### src/rtl/wr_resp_return_buffer_if.sv
// Write-response return buffer bus: per-direction push side (no ready) and
// per-direction valid/ready return side, plus afull throttle and overflow flags.
// Ports: v_wresp_vld/pld (push), v_out_vld/rdy/pld (return), v_afull, v_ovf_err.

package wr_resp_pkg;
    typedef struct packed {
        logic [7:0] txnid;
        logic [7:0] sideband;
    } wr_resp_pld_t;
endpackage

interface wr_resp_return_buffer_if #(
    parameter int WIDTH = 4
);
    import wr_resp_pkg::*;

    logic         [WIDTH-1:0] v_wresp_vld;
    wr_resp_pld_t [WIDTH-1:0] v_wresp_pld;
    logic         [WIDTH-1:0] v_out_vld;
    logic         [WIDTH-1:0] v_out_rdy;
    wr_resp_pld_t [WIDTH-1:0] v_out_pld;
    logic         [WIDTH-1:0] v_afull;
    logic         [WIDTH-1:0] v_ovf_err;

    // Buffer side
    modport slave (
        input  v_wresp_vld, v_wresp_pld, v_out_rdy,
        output v_out_vld, v_out_pld, v_afull, v_ovf_err
    );

    // Decoder/master side
    modport master (
        output v_wresp_vld, v_wresp_pld, v_out_rdy,
        input  v_out_vld, v_out_pld, v_afull, v_ovf_err
    );
endinterface

### src/rtl/wr_resp_return_buffer.sv
// Per-direction write-response return buffer: one DEPTH-entry FIFO per lane.
// Latency: 1 cycle push-to-out (0 cycles with WR_RESP_BYPASS_EN defined on an empty lane).
// Backpressure: none upstream (full+push without pop drops and sets sticky v_ovf_err);
// v_afull throttles upstream; return side is valid/ready per lane.
// Ports: clk, rst (async active-high), bus (wr_resp_return_buffer_if.slave).
// Optional macro: WR_RESP_BYPASS_EN.

module wr_resp_return_buffer
    import wr_resp_pkg::*;
#(
    parameter int WIDTH    = 4,
    parameter int DEPTH    = 4,
    parameter int AFULL_TH = 3
) (
    input  logic                          clk,
    input  logic                          rst,
    wr_resp_return_buffer_if.slave        bus
);

    localparam int PW = $clog2(DEPTH);
    localparam logic [PW:0] ONE     = 1;
    localparam logic [PW:0] AFULL_V = AFULL_TH[PW:0];

    // Pointers carry one extra wrap bit so full and empty are distinguishable.
    logic [PW:0]  wr_ptr_q [WIDTH];
    logic [PW:0]  wr_ptr_d [WIDTH];
    logic [PW:0]  rd_ptr_q [WIDTH];
    logic [PW:0]  rd_ptr_d [WIDTH];
    logic [PW:0]  occ      [WIDTH];
    wr_resp_pld_t mem_q    [WIDTH][DEPTH];

    logic [WIDTH-1:0] ovf_q;
    logic [WIDTH-1:0] ovf_d;
    logic [WIDTH-1:0] empty;
    logic [WIDTH-1:0] full;
    logic [WIDTH-1:0] pop;
    logic [WIDTH-1:0] wr_en;

    always_comb begin
        empty         = '0;
        full          = '0;
        pop           = '0;
        wr_en         = '0;
        ovf_d         = ovf_q;
        bus.v_out_vld = '0;
        bus.v_out_pld = '0;
        bus.v_afull   = '0;
        for (int i = 0; i < WIDTH; i++) begin
            occ[i]      = wr_ptr_q[i] - rd_ptr_q[i];
            wr_ptr_d[i] = wr_ptr_q[i];
            rd_ptr_d[i] = rd_ptr_q[i];
            empty[i]    = (wr_ptr_q[i] == rd_ptr_q[i]);
            full[i]     = (wr_ptr_q[i][PW-1:0] == rd_ptr_q[i][PW-1:0]) &&
                          (wr_ptr_q[i][PW] != rd_ptr_q[i][PW]);
            bus.v_afull[i] = (occ[i] >= AFULL_V);
`ifdef WR_RESP_BYPASS_EN
            // Empty lane presents the incoming response directly; it is only
            // stored if the master does not take it this cycle.
            bus.v_out_vld[i] = !empty[i] || bus.v_wresp_vld[i];
            bus.v_out_pld[i] = empty[i] ? bus.v_wresp_pld[i] : mem_q[i][rd_ptr_q[i][PW-1:0]];
            pop[i]   = !empty[i] && bus.v_out_rdy[i];
            wr_en[i] = bus.v_wresp_vld[i] && (!full[i] || pop[i]) &&
                       !(empty[i] && bus.v_out_rdy[i]);
`else
            bus.v_out_vld[i] = !empty[i];
            bus.v_out_pld[i] = mem_q[i][rd_ptr_q[i][PW-1:0]];
            pop[i]   = !empty[i] && bus.v_out_rdy[i];
            wr_en[i] = bus.v_wresp_vld[i] && (!full[i] || pop[i]);
`endif
            // A pop in the same cycle frees the slot, so a full lane still accepts.
            if (bus.v_wresp_vld[i] && full[i] && !pop[i]) begin
                ovf_d[i] = 1'b1;
            end
            if (wr_en[i]) begin
                wr_ptr_d[i] = wr_ptr_q[i] + ONE;
            end
            if (pop[i]) begin
                rd_ptr_d[i] = rd_ptr_q[i] + ONE;
            end
        end
    end

    always_ff @(posedge clk or posedge rst) begin
        if (rst) begin
            ovf_q <= '0;
            for (int i = 0; i < WIDTH; i++) begin
                wr_ptr_q[i] <= '0;
                rd_ptr_q[i] <= '0;
            end
        end else begin
            ovf_q <= ovf_d;
            for (int i = 0; i < WIDTH; i++) begin
                wr_ptr_q[i] <= wr_ptr_d[i];
                rd_ptr_q[i] <= rd_ptr_d[i];
            end
        end
    end

    // Storage is not reset; pointers alone define what is valid.
    always_ff @(posedge clk) begin
        for (int i = 0; i < WIDTH; i++) begin
            if (wr_en[i]) begin
                mem_q[i][wr_ptr_q[i][PW-1:0]] <= bus.v_wresp_pld[i];
            end
        end
    end

    assign bus.v_ovf_err = ovf_q;

endmodule
### src/flat_wrapper.sv
// flat-port wrapper written by rule: the top's interface ports become plain ports
module wr_resp_return_buffer_flat import wr_resp_pkg::*;
#(
    parameter int WIDTH    = 4,
    parameter int DEPTH    = 4,
    parameter int AFULL_TH = 3
)
  (clk, rst, bus_v_wresp_vld, bus_v_wresp_pld, bus_v_out_rdy, bus_v_out_vld, bus_v_out_pld, bus_v_afull, bus_v_ovf_err);
  wr_resp_return_buffer_if #(.WIDTH(WIDTH)) bus_i ();
  input  logic clk;
  input  logic rst;
  input wire logic [$bits(bus_i.v_wresp_vld)-1:0] bus_v_wresp_vld;
  input wire logic [$bits(bus_i.v_wresp_pld)-1:0] bus_v_wresp_pld;
  input wire logic [$bits(bus_i.v_out_rdy)-1:0] bus_v_out_rdy;
  output wire logic [$bits(bus_i.v_out_vld)-1:0] bus_v_out_vld;
  output wire logic [$bits(bus_i.v_out_pld)-1:0] bus_v_out_pld;
  output wire logic [$bits(bus_i.v_afull)-1:0] bus_v_afull;
  output wire logic [$bits(bus_i.v_ovf_err)-1:0] bus_v_ovf_err;
  assign bus_i.v_wresp_vld = bus_v_wresp_vld;
  assign bus_i.v_wresp_pld = bus_v_wresp_pld;
  assign bus_i.v_out_rdy = bus_v_out_rdy;
  assign bus_v_out_vld = bus_i.v_out_vld;
  assign bus_v_out_pld = bus_i.v_out_pld;
  assign bus_v_afull = bus_i.v_afull;
  assign bus_v_ovf_err = bus_i.v_ovf_err;
  wr_resp_return_buffer #(.WIDTH(WIDTH), .DEPTH(DEPTH), .AFULL_TH(AFULL_TH)) u_core (.clk(clk), .rst(rst), .bus(bus_i));
endmodule
### config.mk
export PLATFORM = sky130hd
export DESIGN_NAME = wr_resp_return_buffer_flat
export DESIGN_NICKNAME = d
export VERILOG_FILES = /design/src/rtl/wr_resp_return_buffer_if.sv /design/src/rtl/wr_resp_return_buffer.sv /design/src/flat_wrapper.sv
export SDC_FILE = /design/constraint.sdc
export NUM_CORES = 1
export LEC_CHECK = 0
export BUFFER_PORTS_ARGS = -buffer_cell sky130_fd_sc_hd__buf_2
export CAP_MARGIN = 15
export CORE_MARGIN = 2
export CORE_UTILIZATION = 30
export CTS_CLUSTER_DIAMETER = 40
export DETAILED_ROUTE_END_ITERATION = 6
export GPL_TIMING_DRIVEN = 0
export SLEW_MARGIN = 15
export SYNTH_ARGS = -nofsm -noshare
export SYNTH_HDL_FRONTEND = slang
export SYNTH_SLANG_ARGS = --single-unit
### constraint.sdc
create_clock -name clk -period 7.3 [get_ports clk]
set_clock_uncertainty 0.15 [all_clocks]
set_input_delay 1.095 -clock clk [delete_from_list [all_inputs] [get_ports clk]]
set_output_delay 1.095 -clock clk [all_outputs]
set_load 0.05 [all_outputs]
==> summary.txt <==
CTS buffer count -> 45
element type at the critical path end -> output port
clock transition time at the flip-flop clock pins of the worst setup and hold paths -> 50 ps
depth of the worst register-to-register path -> 7
count of hold buffers inserted by post-cts repair -> 0
final number of setup-violating endpoints -> 0
DRC violation count after routing -> 0
YS warnings -> 0
Total Nets Final -> 831
clock latency reported for the late side of the worst-skew pair -> 550 ps
number of post-CTS setup repair buffers -> 0
transition at the pin with the smallest max-transition slack -> 1050 ps
share of final-layout standard cells stronger than drive strength 1 -> 0.416
1st-pass router iterations -> 6
part of the cycle the worst path needs -> 0.576
clock sink count -> 284
number of hold violations in the final report -> 0
worst hold path stage count -> 1
mean routed wirelength per cell -> 17.8 um
top-level port count -> 150
largest fanout on the critical path -> 10
Critical Path RT -> 6050 ps
# Max-Cap Violations -> 0
# H-tree levels -> 2
number of library cell types mapped by synthesis -> 33
Worst Path Class, Setup -> flip-flop to output port
Slew HR -> 0.299
Vias per Instance -> 4.51
Resize count post-CTS -> 0
weighted congestion reported at the end of routability-driven placement -> 0.722
final routed wirelength across all metal layers -> 21900 um
post-synthesis instance total -> 529
Critical Path Source Type -> flip-flop
first-pass GRT wire length -> 33800 um
class of the worst hold path -> flip-flop to flip-flop
Worst setup endpoint -> bus_v_afull[3]
run status -> complete, no violations
cell area after technology mapping -> 11200 sq um
sum of negative setup slack -> 0 ps
vias post-DR -> 5542
CTS tree -> yes
overall die width -> 197 um
maximum number of pins on one net before global-route repair -> 29
part of the Yosys area used for sequential elements -> 0.747
data arrival at the endpoint of the critical path -> 2960 ps
vertical die dimension -> 197 um
area of the core -> 36700 sq um
start of the worst register-to-register path -> u_core.rd_ptr_q[1]
fmax -> 0.238 GHz
nets in the synthesized netlist -> 635
Min Hold Slack -> 298 ps
initial core utilization -> 0.306
setup repair after global routing missed its margin -> no
area growth from synthesis to layout -> 25.9%
number of buffers on the longest clock path -> 3
die area -> 39000 sq um
Filler Cell Count -> 3301
via count of the first global-routing pass -> 5921
aggregate global routing overflow -> 0
count of pins over their slew limit -> 0
count of nets left with antenna violations after detail routing -> 0
iteration-0 DRC count of the detailed router -> 276
end of the worst register-to-register path -> u_core.mem_q[3][13]
Final HPWL DP -> 13800 um
time the final worst path needs with I/O delays and setup -> 4200 ps
slack of the worst reg-to-reg path -> 3760 ps
number of port buffers -> 149
mean instance size in the synthesized netlist -> 21.2 sq um
count of antenna diodes in the layout -> 0
global-route total usage across every layer -> 0.115
placement row count -> 70
crit path launch -> u_core.rd_ptr_q[1]
number of antenna violations at the first check in global routing -> 0
root buffer selected by CTS -> clkbuf_16
#FFs+latches synth -> 284
-- Yosys cell counts --
master / instances / area (sq um)
edfxtp_1: 256 / 7690
mux4_2: 64 / 1440
dfrtp_1: 28 / 701
ha_1: 28 / 350
inv_1: 26 / 97.6
and3_1: 16 / 100
nand2_1: 14 / 52.6
xnor2_1: 12 / 105
o21ai_0: 9 / 45.0
buf_2: 8 / 40.0
nand3_1: 5 / 25.0
o21ai_1: 5 / 25.0
a21o_1: 4 / 30.0
a21oi_1: 4 / 20.0
a31oi_1: 4 / 25.0
buf_4: 4 / 30.0
fa_1: 4 / 80.1
mux2_1: 4 / 45.0
mux2_4: 4 / 60.1
xnor2_2: 4 / 65.1
a31o_1: 3 / 26.3
buf_1: 3 / 11.3
mux2_2: 3 / 33.8
nand3b_1: 3 / 22.5
nor2_1: 3 / 11.3
or2_1: 3 / 18.8
mux2i_1: 2 / 20.0
a31o_2: 1 / 8.76
a41oi_1: 1 / 8.76
and3b_1: 1 / 8.76
clkbuf_1: 1 / 3.75
o31ai_4: 1 / 21.3
xor2_1: 1 / 8.76
-- logic make-up (layout without fill, tap and decap cells) --
family          count (synthesis)  in the layout  share of synthesized area
mux                            77             77                      0.143
fa+ha+maj                      32             32                     0.0383
buf+inv                        42            275                     0.0163
compound gates                 32             32                     0.0187
xor+xnor                       17             17                     0.0159
flops                         284            284                      0.747
simple gates                   45             45                     0.0213
-- critical path, stage by stage (launching register included) --
cell and delay (ps):
dfrtp_1 350, buf_2 250, buf_1 560, inv_1 190, fa_1 550, inv_1 40
o21ai_0 170, buf_2 310
-- flip-flops by register name (all words and copies together) (netlist names) --
register and flops:
u_core.wr_ptr_q 12, u_core.mem_q 256, u_core.rd_ptr_q 12, u_core.bus.v_ovf_err 4
-- metal layers --
metal / vias up / share of wire / wire [um] / global-route usage
met5: - / 0 / 0 / 0
met4: 0 / 0.027 / 598 / 0.0429
met3: 48 / 0.061 / 1330 / 0.0401
met2: 150 / 0.48 / 10600 / 0.188
met1: 2784 / 0.43 / 9350 / 0.142
li1: 2560 / - / - / -
-- layout by cell type, fill, tap and decap left out, types with 4 or more instances in the layout --
cell type / n
dfrtp_1: 28
o21ai_0: 9
inv_6: 10
bufinv_16: 4
a21oi_1: 4
nand2_1: 14
mux4_2: 64
and3_1: 16
xnor2_1: 12
o21ai_1: 5
fa_1: 4
inv_8: 5
a31oi_1: 4
mux2_1: 4
xnor2_2: 4
buf_4: 4
inv_1: 25
mux2_4: 4
clkinv_1: 4
clkbuf_16: 47
edfxtp_1: 256
nand3_1: 5
buf_2: 157
a21o_1: 4
clkinv_4: 6
ha_1: 28
-- per-stage QoR --
| step | cells | utilization | area, sq um | setup slack [ps] |
|---|---|---|---|---|
| CTS | 1230 | 0.385 | 14100 | 2940 |
| global placement | 1146 | 0.342 | 12600 | 3600 |
| global route | 1230 | 0.385 | 14100 | 2840 |
| detailed placement | 1146 | 0.342 | 12600 | 3570 |
| finish | 1230 | 0.385 | 14100 | 3100 |
| floorplan | 529 | - | 11200 | 3460 |
-- worst min path at each step --
stage,startpoint,slack [ps],end
finish,u_core.bus.v_ovf_err[2],300,u_core.bus.v_ovf_err[2]
global route,u_core.bus.v_ovf_err[2],330,u_core.bus.v_ovf_err[2]
CTS,u_core.bus.v_ovf_err[2],300,u_core.bus.v_ovf_err[2]
detailed placement,u_core.bus.v_ovf_err[2],290,u_core.bus.v_ovf_err[2]
global placement,u_core.bus.v_ovf_err[0],290,u_core.bus.v_ovf_err[0]
floorplan,u_core.wr_ptr_q[0],350,u_core.wr_ptr_q[0]
-- cell type report --
type	count	area, sq um	share of cell area
plain buffers	16	85.1	0.00602
clock buffers	49	1180	0.0837
multi-input cells	203	2660	0.188
repair buffers	149	746	0.0527
clock inverters	35	398	0.0281
flip-flops and latches	284	8390	0.593
well taps	468	586	0.0414
inverters	26	97.6	0.00690
Power is left out: the tool's default activity adds up to more than one toggle a clock period on the data nets, which glitch-free logic cannot reach.
